===== src/rtl/br_checkpoint_ctrl_if.sv =====
// br_checkpoint_ctrl_if
//   Rename/commit side bundle for the branch-checkpoint controller.
//   master : rename + commit logic (drives requests, retires, recovers)
//   slave  : br_checkpoint_ctrl (grants indices, snapshot strobe, restore window)
//   Signals:
//     stall        rename stalled downstream, no allocation this cycle
//     alloc_req    per-slot valid-branch flags of the rename group
//     alloc_ready  group may allocate this cycle
//     alloc_idx    granted checkpoint index per slot, packed slot-major
//     check        mapping-table snapshot strobe
//     check_flag   which slots snapshot
//     retire_br    per-commit-slot branch flags (free head in order)
//     recover      mispredict; keep slots up to and including recover_idx
//     recover_idx  checkpoint of the mispredicted branch
//     recovering   restore window active
interface br_checkpoint_ctrl_if #(
   parameter int unsigned CP_IDX_W     = 3,
   parameter int unsigned RENAME_WIDTH = 2,
   parameter int unsigned COMMIT_WIDTH = 2
);
   logic                             stall;
   logic [RENAME_WIDTH-1:0]          alloc_req;
   logic                             alloc_ready;
   logic [RENAME_WIDTH*CP_IDX_W-1:0] alloc_idx;
   logic                             check;
   logic [RENAME_WIDTH-1:0]          check_flag;
   logic [COMMIT_WIDTH-1:0]          retire_br;
   logic                             recover;
   logic [CP_IDX_W-1:0]              recover_idx;
   logic                             recovering;

   modport master (
      output stall, alloc_req, retire_br, recover, recover_idx,
      input  alloc_ready, alloc_idx, check, check_flag, recovering
   );

   modport slave (
      input  stall, alloc_req, retire_br, recover, recover_idx,
      output alloc_ready, alloc_idx, check, check_flag, recovering
   );
endinterface


===== src/rtl/br_checkpoint_ctrl.sv =====
// br_checkpoint_ctrl
//   Circular queue of RAT branch-checkpoint slots (head = oldest live slot).
//   Grants indices to a rename group all-or-nothing, frees slots in order at
//   commit, and on mispredict drops younger slots then blocks rename for a
//   fixed restore window while the mapping table rolls back.
//   Ports:
//     clock    core clock, rising edge
//     reset    asynchronous, active-low
//     cp_if    rename/commit bundle (slave side)
//     cp_head  oldest live slot
//     cp_size  live slot count, 0..CP_SIZE
//     err      sticky protocol error (over-retire, recover to a dead slot)
module br_checkpoint_ctrl #(
   parameter int unsigned CP_SIZE      = 8,
   parameter int unsigned CP_IDX_W     = 3,
   parameter int unsigned RENAME_WIDTH = 2,
   parameter int unsigned COMMIT_WIDTH = 2,
   parameter int unsigned RESTORE_CYC  = 2
) (
   input  logic                  clock,
   input  logic                  reset,
   br_checkpoint_ctrl_if.slave   cp_if,
   output logic [CP_IDX_W-1:0]   cp_head,
   output logic [CP_IDX_W:0]     cp_size,
   output logic                  err
);

   localparam int unsigned SZ_W  = CP_IDX_W + 1;
   localparam int unsigned SUM_W = CP_IDX_W + 2;
   localparam int unsigned CNT_W = (RESTORE_CYC > 1) ? $clog2(RESTORE_CYC) : 1;

   typedef enum logic {
      RUN     = 1'b0,
      RESTORE = 1'b1
   } state_t;

   state_t              state_q, state_d;
   logic [CP_IDX_W-1:0] head_q, head_d;
   logic [SZ_W-1:0]     size_q, size_d;
   logic [CNT_W-1:0]    cnt_q, cnt_d;
   logic                err_q, err_d;

   logic [SZ_W-1:0]     n_ret;
   logic [SUM_W-1:0]    n_req;
   logic [CP_IDX_W-1:0] head_r;
   logic [SZ_W-1:0]     size_r;
   logic                ret_err;
   logic [CP_IDX_W-1:0] rec_dist;
   logic                rec_live;
   logic [SUM_W-1:0]    size_sum;
   logic                ready;
   logic                fire;
   logic [CP_IDX_W-1:0] alloc_base;
   logic [CP_IDX_W-1:0] alloc_off;
   logic [RENAME_WIDTH*CP_IDX_W-1:0] idx_vec;

   // Retire stage; recover and allocate both see the post-retire queue.
   always_comb begin
      n_ret = '0;
      for (int unsigned j = 0; j < COMMIT_WIDTH; j++) begin
         n_ret = n_ret + SZ_W'(cp_if.retire_br[j]);
      end
      ret_err = (n_ret > size_q);
      if (ret_err) begin
         // Over-retire drains the queue; head lands just past the last live slot.
         head_r = head_q + size_q[CP_IDX_W-1:0];
         size_r = '0;
      end else begin
         head_r = head_q + n_ret[CP_IDX_W-1:0];
         size_r = size_q - n_ret;
      end
   end

   // Recover target must still be live after this cycle's retires.
   always_comb begin
      rec_dist = cp_if.recover_idx - head_r;
      rec_live = (size_r != '0) && ({1'b0, rec_dist} < size_r);
   end

   // Allocation: indices are combinational and valid whether or not the group fires.
   always_comb begin
      n_req = '0;
      for (int unsigned i = 0; i < RENAME_WIDTH; i++) begin
         n_req = n_req + SUM_W'(cp_if.alloc_req[i]);
      end
      size_sum = {1'b0, size_r} + n_req;
      ready    = (state_q == RUN) && !cp_if.recover && (size_sum <= SUM_W'(CP_SIZE));
      fire     = ready && !cp_if.stall && (n_req != '0);

      alloc_base = head_r + size_r[CP_IDX_W-1:0];
      alloc_off  = '0;
      idx_vec    = '0;
      for (int unsigned i = 0; i < RENAME_WIDTH; i++) begin
         idx_vec[i*CP_IDX_W +: CP_IDX_W] = alloc_base + alloc_off;
         if (cp_if.alloc_req[i]) begin
            alloc_off = alloc_off + CP_IDX_W'(1);
         end
      end
   end

   // Next-state: restore countdown, then recover overrides, then allocation.
   always_comb begin
      state_d = state_q;
      cnt_d   = cnt_q;
      head_d  = head_r;
      size_d  = size_r;
      err_d   = err_q | ret_err;

      if (state_q == RESTORE) begin
         if (cnt_q == '0) begin
            state_d = RUN;
         end else begin
            cnt_d = cnt_q - CNT_W'(1);
         end
      end

      if (cp_if.recover) begin
         if (rec_live) begin
            size_d  = {1'b0, rec_dist} + SZ_W'(1);
            state_d = RESTORE;
            cnt_d   = CNT_W'(RESTORE_CYC - 1);
         end else begin
            err_d = 1'b1;
         end
      end else if (fire) begin
         size_d = SZ_W'(size_sum);
      end
   end

   always_ff @(posedge clock or negedge reset) begin
      if (!reset) begin
         state_q <= RUN;
         cnt_q   <= '0;
         head_q  <= '0;
         size_q  <= '0;
         err_q   <= 1'b0;
      end else begin
         state_q <= state_d;
         cnt_q   <= cnt_d;
         head_q  <= head_d;
         size_q  <= size_d;
         err_q   <= err_d;
      end
   end

   assign cp_if.alloc_ready = ready;
   assign cp_if.alloc_idx   = idx_vec;
   assign cp_if.check       = fire;
   assign cp_if.check_flag  = fire ? cp_if.alloc_req : '0;
   assign cp_if.recovering  = (state_q == RESTORE);
   assign cp_head           = head_q;
   assign cp_size           = size_q;
   assign err               = err_q;

endmodule


===== src/flat_wrapper.sv =====
// flat-port wrapper written by rule: the top's interface ports become plain ports
module br_checkpoint_ctrl_flat 
#(
   parameter int unsigned CP_SIZE      = 8,
   parameter int unsigned CP_IDX_W     = 3,
   parameter int unsigned RENAME_WIDTH = 2,
   parameter int unsigned COMMIT_WIDTH = 2,
   parameter int unsigned RESTORE_CYC  = 2
)
  (clock, reset, cp_head, cp_size, err, cp_if_stall, cp_if_alloc_req, cp_if_retire_br, cp_if_recover, cp_if_recover_idx, cp_if_alloc_ready, cp_if_alloc_idx, cp_if_check, cp_if_check_flag, cp_if_recovering);
  br_checkpoint_ctrl_if #(.CP_IDX_W(CP_IDX_W), .RENAME_WIDTH(RENAME_WIDTH), .COMMIT_WIDTH(COMMIT_WIDTH)) cp_if_i ();
  input  logic clock;
  input  logic reset;
  output logic [CP_IDX_W-1:0] cp_head;
  output logic [CP_IDX_W:0] cp_size;
  output logic err;
  input wire logic [$bits(cp_if_i.stall)-1:0] cp_if_stall;
  input wire logic [$bits(cp_if_i.alloc_req)-1:0] cp_if_alloc_req;
  input wire logic [$bits(cp_if_i.retire_br)-1:0] cp_if_retire_br;
  input wire logic [$bits(cp_if_i.recover)-1:0] cp_if_recover;
  input wire logic [$bits(cp_if_i.recover_idx)-1:0] cp_if_recover_idx;
  output wire logic [$bits(cp_if_i.alloc_ready)-1:0] cp_if_alloc_ready;
  output wire logic [$bits(cp_if_i.alloc_idx)-1:0] cp_if_alloc_idx;
  output wire logic [$bits(cp_if_i.check)-1:0] cp_if_check;
  output wire logic [$bits(cp_if_i.check_flag)-1:0] cp_if_check_flag;
  output wire logic [$bits(cp_if_i.recovering)-1:0] cp_if_recovering;
  assign cp_if_i.stall = cp_if_stall;
  assign cp_if_i.alloc_req = cp_if_alloc_req;
  assign cp_if_i.retire_br = cp_if_retire_br;
  assign cp_if_i.recover = cp_if_recover;
  assign cp_if_i.recover_idx = cp_if_recover_idx;
  assign cp_if_alloc_ready = cp_if_i.alloc_ready;
  assign cp_if_alloc_idx = cp_if_i.alloc_idx;
  assign cp_if_check = cp_if_i.check;
  assign cp_if_check_flag = cp_if_i.check_flag;
  assign cp_if_recovering = cp_if_i.recovering;
  br_checkpoint_ctrl #(.CP_SIZE(CP_SIZE), .CP_IDX_W(CP_IDX_W), .RENAME_WIDTH(RENAME_WIDTH), .COMMIT_WIDTH(COMMIT_WIDTH), .RESTORE_CYC(RESTORE_CYC)) u_core (.clock(clock), .reset(reset), .cp_if(cp_if_i), .cp_head(cp_head), .cp_size(cp_size), .err(err));
endmodule

===== config.mk =====
export PLATFORM = sky130hd
export DESIGN_NAME = br_checkpoint_ctrl_flat
export DESIGN_NICKNAME = d
export VERILOG_FILES = /design/src/rtl/br_checkpoint_ctrl_if.sv /design/src/rtl/br_checkpoint_ctrl.sv /design/src/flat_wrapper.sv
export SDC_FILE = /design/constraint.sdc
export NUM_CORES = 1
export LEC_CHECK = 0
export BUFFER_PORTS_ARGS = -buffer_cell sky130_fd_sc_hd__buf_2
export CAP_MARGIN = 20
export CORE_ASPECT_RATIO = 0.8
export CORE_MARGIN = 2
export CORE_UTILIZATION = 53
export DETAILED_ROUTE_END_ITERATION = 8
export PLACE_DENSITY_LB_ADDON = 0.12
export SLEW_MARGIN = 20
export SYNTH_ARGS = -nofsm -noshare
export SYNTH_HDL_FRONTEND = slang
export SYNTH_SLANG_ARGS = --single-unit

===== constraint.sdc =====
create_clock -name clock -period 5.6 [get_ports clock]
set_clock_uncertainty 0.1 [all_clocks]
set_input_delay 0.56 -clock clock [delete_from_list [all_inputs] [get_ports clock]]
set_output_delay 0.56 -clock clock [all_outputs]
set_load 0.05 [all_outputs]

[Yosys cells after proc, flatten, opt, wreduce, memory -nomap -nowiden]
Index checks and enable logic that the tools add are counted.
Cells by class
  add/subtract/negate cells: 11
  order comparisons: 3
  bitwise gates (word level): 2
  reductions and logical operators: 9
  mux-type cells: 17
Operators by type and width (count)
  $mux W4: 4
  $mux W1: 11
  $add A3 B3 Y3: 3
  $add A4 B5 Y5: 1
  $le A5 B4 Y1 const B: 1
  $logic_and A1 B1 Y1: 5
  $reduce_bool A5 Y1: 1
  $add A1 B1 Y2: 2
  $add A3 B1 Y4 const B: 1
  $gt A4 B4 Y1: 1
  $lt A3 B4 Y1: 1
  $reduce_bool A4 Y1: 1
  $sub A4 B4 Y4: 1
  $add A3 B1 Y3: 1
  $mux W3: 1
  $sub A3 B3 Y3: 1
  $logic_not A1 Y1: 2
  $mux W2: 1
  $not A1 Y1: 1
  $or A1 B1 Y1: 1
  $sub A1 B1 Y1 const B: 1
Storage, ports and cells
  logic and storage cells: 47
  register bits: 10

[Depth between registers and ports, before layout]
Gate-level depths: netlist of the first run.
  word-level depth: 10
  gate-level depth with buffers: 21
  gate-level depth less buffers: 20

[Worst setup path before layout of the first run]
No wires, ideal clock.
  kind: in2out
  start: in cp_if_retire_br[0]
  end: out cp_if_alloc_idx[5]
  stages on the path: 14
  required time: 4940 ps
  data arrival time: 5056 ps
  path slack: -116 ps
  path through: ha_1 -> ha_1 -> inv_1 -> fa_1 -> or3_1 -> buf_6 -> o21ai_0 -> ha_1 -> inv_1 -> fa_1 -> fa_1 -> xnor2_1 -> xnor2_1 -> xor2_1
Between the ends
  cells in the longest elaborated chain, start to end: 5
  elaborated cells between the ends (all ways): 8
RTL lines
  start, declared: RTL line flat_wrapper.sv:19  | input wire logic [$bits(cp_if_i.retire_br)-1:0] cp_if_retire_br;
  $add A1 B1 Y2 (*): RTL line br_checkpoint_ctrl.sv:61  | n_ret = n_ret + SZ_W'(cp_if.retire_br[j]);
  $sub A4 B4 Y4, or another cell as far along: RTL line br_checkpoint_ctrl.sv:70  | size_r = size_q - n_ret;
  $mux W4 or $mux W3 (tied branches): RTL line br_checkpoint_ctrl.sv:64  | if (ret_err) begin
  $add A3 B3 Y3 (*): RTL line br_checkpoint_ctrl.sv:90  | alloc_base = head_r + size_r[CP_IDX_W-1:0];
  via cp_if_alloc_idx[2]: RTL line flat_wrapper.sv:23  | output wire logic [$bits(cp_if_i.alloc_idx)-1:0] cp_if_alloc_idx;
  $add A3 B1 Y3 (*): RTL line br_checkpoint_ctrl.sv:94  | idx_vec[i*CP_IDX_W +: CP_IDX_W] = alloc_base + alloc_off;
  end, declared: RTL line flat_wrapper.sv:23
The timed path passes the listed nets; every way through them passes the cells marked *.

[Worst setup path in the final report of the first run]
  start: in cp_if_retire_br[0]
  end: reg u_core.size_q[1] (netlist: u_core.cp_size[1])
Between the ends
  elaborated cells between the ends (all ways): 19
RTL lines
  $add A1 B1 Y2 (*): RTL line br_checkpoint_ctrl.sv:61
  $gt A4 B4 Y1 or $add A3 B3 Y3 (tied branches): RTL line br_checkpoint_ctrl.sv:63, br_checkpoint_ctrl.sv:69
  $mux W3 (*): RTL line br_checkpoint_ctrl.sv:64
  via u_core.head_d[1]: RTL line br_checkpoint_ctrl.sv:38  | logic [CP_IDX_W-1:0] head_q, head_d;
  $sub A3 B3 Y3 (*): RTL line br_checkpoint_ctrl.sv:76  | rec_dist = cp_if.recover_idx - head_r;
  $lt A3 B4 Y1: RTL line br_checkpoint_ctrl.sv:77  | rec_live = (size_r != '0) && ({1'b0, rec_dist} < size_r);
  $logic_and A1 B1 Y1: RTL line br_checkpoint_ctrl.sv:77
  $mux W4 (*): RTL line br_checkpoint_ctrl.sv:118  | if (rec_live) begin
  $mux W4 (*): RTL line br_checkpoint_ctrl.sv:117  | if (cp_if.recover) begin
  via u_core.size_d[1]: RTL line br_checkpoint_ctrl.sv:39  | logic [SZ_W-1:0] size_q, size_d;
  end signal, assigned: RTL line br_checkpoint_ctrl.sv:141  | size_q <= size_d;
  end, declared: RTL line br_checkpoint_ctrl.sv:39
Marks and branches as above.

==> results.sh, run 1 <==
export IMPL_path_max_fanout=7
export IMPL_root_buffer="clkbuf_4"
export IMPL_cp_end_kind="register"
export IMPL_synth_seq_area_share_pct=21.5
export IMPL_tritoncts="done"
export IMPL_yosysWarnings=0
export IMPL_core_area_um2=2120
export IMPL_overflow=0
export IMPL_syn2layout_area_growth_pct=18.0
export IMPL_dr_pass1_iters=4
export IMPL_grt_max_degree=13
export IMPL_drt_iter0_drc=25
export IMPL_route_detailed_drc=0
export IMPL_synth_area_leaders="dfrtp_1 22%, ha_1 15%, fa_1 6.9%"
export IMPL_insertion_delay_ps=260
export IMPL_netlist_top_cell_by_area="dfrtp_1"
export IMPL_dieArea_um2=2590
export IMPL_synth_nets=154
export IMPL_placementRows=15
export IMPL_nets=187
export IMPL_synthCells=125
export IMPL_grt_usage_pct=22.2
export IMPL_synth_edf_count=0
export IMPL_grt_pass1_vias=962
export IMPL_rsz0062_at_grt="false"
export IMPL_ioPinCount=30
export IMPL_synth_simple_area_share_pct=16.7
export IMPL_synth_top_area_share_pct=21.5
export IMPL_grt_pass1_wl_um=4400
export IMPL_cts_sinks=10
export IMPL_critical_path_class="in -> reg"
export IMPL_fp_dieH_um=45.9
export IMPL_crit_required_ps=5660
export IMPL_drive_gt1_share_pct=33.1
export IMPL_wl_per_cell_um=14.3
export IMPL_synth_seq_cells=10
export IMPL_slew_viol_final=0
export IMPL_yosysMostFrequentCell="inv_1"
export IMPL_fmax_ghz=0.196
export IMPL_fp_dieW_um=56.4
export IMPL_cts_setup_buffers=0
export IMPL_cts_made_buffers=3
export IMPL_synth_avg_cell_area_um2=9.30
export IMPL_wirelength_um=2600
export IMPL_min_period_over_period_pct=91.1
export IMPL_drtAntennaViolNets=0
export IMPL_antenna_found_initial=0
export IMPL_diodes=0
export IMPL_worstHoldPathType="in -> async"
export IMPL_cts_clk_slew_worst_paths_ps=60
export IMPL_synth_commonest_cells="19 x inv_1, 14 x ha_1, 12 x nand2_1"
export IMPL_min_period_ps=5100
export IMPL_async_reset_ff_share_pct=100
export IMPL_finalSetupTns_ps=0
export IMPL_synth_top_family_by_area="adder cells"
export IMPL_htree_levels=1
export IMPL_synth_area_um2=1160
export IMPL_final_hold_viol_count=0
export IMPL_vias=1018
export IMPL_yosys_area_share_adder_pct=22.8
export IMPL_arrival_ps=5160
export IMPL_dpl_hpwl_um=2170
export IMPL_status="completed"
export IMPL_final_core_util_pct=64.7
export IMPL_ys_types=40
export IMPL_synth_xor_area_share_pct=7.53
export IMPL_synth_compound_area_share_pct=17.0
export IMPL_ctsLongestPathBuffers=2
export IMPL_cap_violations=0
export IMPL_synth_mux_area_share_pct=5.38
export IMPL_cts_hold_buf=0
export IMPL_post_cts_resized=0
export IMPL_slew_headroom_pct=59.3
export IMPL_start_util_pct=54.8
export IMPL_worst_pin_slew_ps=605
export IMPL_port_buffers=29
export IMPL_gp_congestion=0.766
export IMPL_crit_path_start_kind="primary input"
export IMPL_finalSetupViolCount=0
export IMPL_detail_route_vias_per_cell=5.59
export IMPL_synth_ff_type="dfrtp_1"
## metrics by stage
step	cell area (um^2)	hold slack [ps]	worst slack, ps	instances
3_5_place_dp	1340	331	256	178
3_3_place_gp	1340	325	379	178
4_1_cts	1370	42.1	523	182
2_1_floorplan	1170	164	214	125
6_report	1370	43.5	496	182
5_1_grt	1370	46.1	190	182
## layout by cell type (no fill, tap or decap), types with 3 or more instances in the layout
cell,instances
nand2_1,12
xor2_1,3
inv_1,19
buf_4,3
nand2b_1,3
mux2i_1,4
ha_1,14
clkbuf_4,3
o311ai_2,3
buf_2,29
xnor2_1,6
fa_1,4
nor2_1,3
o21ai_0,7
dfrtp_1,10
## sequential cells by signal (all words and copies together), names as in the netlist
register / cells
u_core.cp_size: 4
u_core.cnt_q: 1
u_core.cp_head: 3
u_core.cp_if.recovering: 1
u_core.err: 1
## worst max-delay path, cell delays in order
cell and delay, ps:
buf_2 100, ha_1 290, ha_1 160, inv_1 50
fa_1 450, or3_1 350, o21ai_0 200, ha_1 190
inv_1 50, fa_1 540, inv_1 90, fa_1 400
xnor2_1 150, xnor2_1 210, inv_1 80, ha_1 270
o21ai_1 70, a311oi_2 470, mux2_2 400, o311ai_2 80
## worst paths after layout
check | from | endpoint | slack, ps | depth (start not counted)
worst max-delay path | cp_if_retire_br[0] | u_core.cp_size[1] | 500 | 20
worst min-delay path | reset | u_core.cp_if.recovering | 40 | 1
worst max register to register | u_core.cp_size[0] | u_core.cp_size[1] | 650 | 19
worst min register to register | u_core.err | u_core.err | 370 | 1
max in group asynchronous | reset | u_core.cp_head[1] | 5170 | 1
min in group clock | u_core.err | u_core.err | 370 | 1
## cell families (layout without fill, tap and decap cells)
kind of cell / Yosys count / in the layout
AND/OR/NAND/NOR: 35 / 35
buffers and inverters: 23 / 55
AO/OA/AOI/OAI: 22 / 22
adder cells (fa/ha/maj): 19 / 19
XOR/XNOR: 10 / 10
flip-flops: 10 / 10
multiplexers: 6 / 6
## routing by layer
metal | share of wire [%] | vias to the layer above | GRT usage (%)
li1 | - | 496 | -
met4 | 0 | 0 | 2.86
met5 | 0 | - | 0
met3 | 4.1 | 0 | 3.41
met1 | 46 | 490 | 29.8
met2 | 50 | 32 | 39.8
## area by class of cell
| cell class | instances | area, um^2 |
|---|---|---|
| clock buffers | 4 | 36.3 |
| well taps | 25 | 31.3 |
| inverters | 19 | 71.3 |
| repair buffers | 32 | 168 |
| flip-flops and latches | 10 | 250 |
| fillers | 179 | 749 |
| multi-input cells | 92 | 815 |
Power of run 1 is left out: the tool's default activity adds up to more than one toggle a clock period on the data nets, which glitch-free logic cannot reach.
==> run 2, diff against run 1 <==
- CORE_MARGIN: 2 -> 3
==> run 2 against run 1 <==
Compared with the run above: register-to-register slack got worse by 130 ps; fmax fell by 2.8%; design area fell by 0.64%; sequential share of layout area rose by 0.12 points; worst setup slack got worse by 150 ps; first-iteration DRC count fell by 16%; highest routed layer is now met4.
==> results.sh, run 2 (same netlist as run 1, synthesis figures left out) <==
export IMPL_detail_route_vias_per_cell=5.41
export IMPL_slew_headroom_pct=58.7
export IMPL_syn2layout_area_growth_pct=17.2
export IMPL_cts_hold_buf=0
export IMPL_critical_path_top_delay_family="adder cells"
export IMPL_worst_pin_slew_ps=613
export IMPL_finalSetupViolCount=0
export IMPL_grt_max_degree=13
export IMPL_post_cts_resized=0
export IMPL_diodes=0
export IMPL_slowest_stage="fa_1"
export IMPL_layout_common_cells="29 x buf_2, 19 x inv_1, 14 x ha_1"
export IMPL_cts_setup_buffers=0
export IMPL_tritoncts="done"
export IMPL_cts_clk_slew_worst_paths_ps=70
export IMPL_cts_made_buffers=3
export IMPL_max_stage_delay_ps=540
export IMPL_n_fill_cell=167
export IMPL_dpl_hpwl_um=2190
export IMPL_htree_levels=1
export IMPL_finalSetupTns_ps=0
export IMPL_path_buf_inv=5
export IMPL_status="completed"
export IMPL_grt_pass1_wl_um=4310
export IMPL_wirelength_um=2530
export IMPL_crit_path_start_kind="primary input"
export IMPL_fp_dieH_um=47.9
export IMPL_drive_gt1_share_pct=32.7
export IMPL_fp_dieW_um=58.4
export IMPL_min_period_over_period_pct=93.8
export IMPL_placementRows=14
export IMPL_insertion_delay_ps=270
export IMPL_path_max_fanout=7
export IMPL_min_period_ps=5250
export IMPL_drtAntennaViolNets=0
export IMPL_crit_required_ps=5670
export IMPL_route_detailed_drc=0
export IMPL_overflow=0
export IMPL_drt_iter0_drc=21
export IMPL_vias=974
export IMPL_wl_per_cell_um=14.1
export IMPL_cap_violations=0
export IMPL_layout_commonest_cell="buf_2"
export IMPL_slew_viol_final=0
export IMPL_port_buffers=29
export IMPL_gp_congestion=0.826
export IMPL_final_core_util_pct=68.8
export IMPL_ioPinCount=30
export IMPL_worstHoldPathType="in -> async"
export IMPL_ctsLongestPathBuffers=2
export IMPL_grt_usage_pct=20.9
export IMPL_fmax_ghz=0.190
export IMPL_critical_path_class="in -> reg"
export IMPL_core_area_um2=1980
export IMPL_cp_end_kind="register"
export IMPL_final_hold_viol_count=0
export IMPL_cts_sinks=10
export IMPL_antenna_found_initial=0
export IMPL_start_util_pct=58.7
export IMPL_grt_pass1_vias=987
export IMPL_dr_pass1_iters=4
export IMPL_crit_chain="buf_2 > ha_1 > ha_1 > inv_1 > fa_1 > or3_1 > o21ai_0 > ha_1 > inv_1 > fa_1 > inv_1 > fa_1 > xnor2_1 > xnor2_1 > inv_1 > ha_1 > o21ai_1 > a311oi_2 > mux2_2 > o311ai_2"
export IMPL_root_buffer="clkbuf_4"
export IMPL_nets=186
export IMPL_arrival_ps=5330
export IMPL_largest_register_ffs=4
export IMPL_rsz0062_at_grt="false"
export IMPL_dieArea_um2=2790
-- run 2: cell types whose count changed in the layout (fill, tap and decap cells not counted) --
cell and delta:
buf_4 -1
-- run 2: area by class of cell --
cell class                 count  area [um^2]  share of cell area (%)
sequential                    10          250                    18.4
inverter                      19         71.3                    5.23
timing repair buffer          31          160                    11.8
tap                           24         30.0                    2.20
multi-input combinational     92          815                    59.8
clock buffer                   4         36.3                    2.66
-- run 2: final timing paths --
| kind | startpoint | slack, ps | endpoint | cells past startpoint |
|---|---|---|---|---|
| worst min-delay path | reset | 40 | u_core.cnt_q | 1 |
| worst max register to register | u_core.cp_size[0] | 520 | u_core.cp_size[0] | 19 |
| min in group clock | u_core.err | 390 | u_core.err | 1 |
| worst max-delay path | cp_if_retire_br[0] | 350 | u_core.cp_size[0] | 20 |
| worst min register to register | u_core.err | 390 | u_core.err | 1 |
| max in group asynchronous | reset | 5160 | u_core.cp_size[2] | 1 |
-- run 2: layer usage --
layer,wire [um],GRT usage [%],share of wire (%)
met1,1170,25.8,46
met2,1200,37.9,47
met3,150,5.12,5.9
met4,8,4.17,0.32
met5,0,0,0
-- run 2: metrics by stage --
| step | worst slack, ps | hold slack, ps | cells | area (um^2) |
|---|---|---|---|---|
| 2_1_floorplan | 214 | 164 | 125 | 1170 |
| 3_3_place_gp | 282 | 329 | 176 | 1330 |
| 3_5_place_dp | 71.8 | 332 | 176 | 1330 |
| 4_1_cts | 354 | 39.6 | 180 | 1360 |
| 5_1_grt | 151 | 32.5 | 180 | 1360 |
| 6_report | 346 | 41.5 | 180 | 1360 |
Power of run 2 is left out for the same reason.
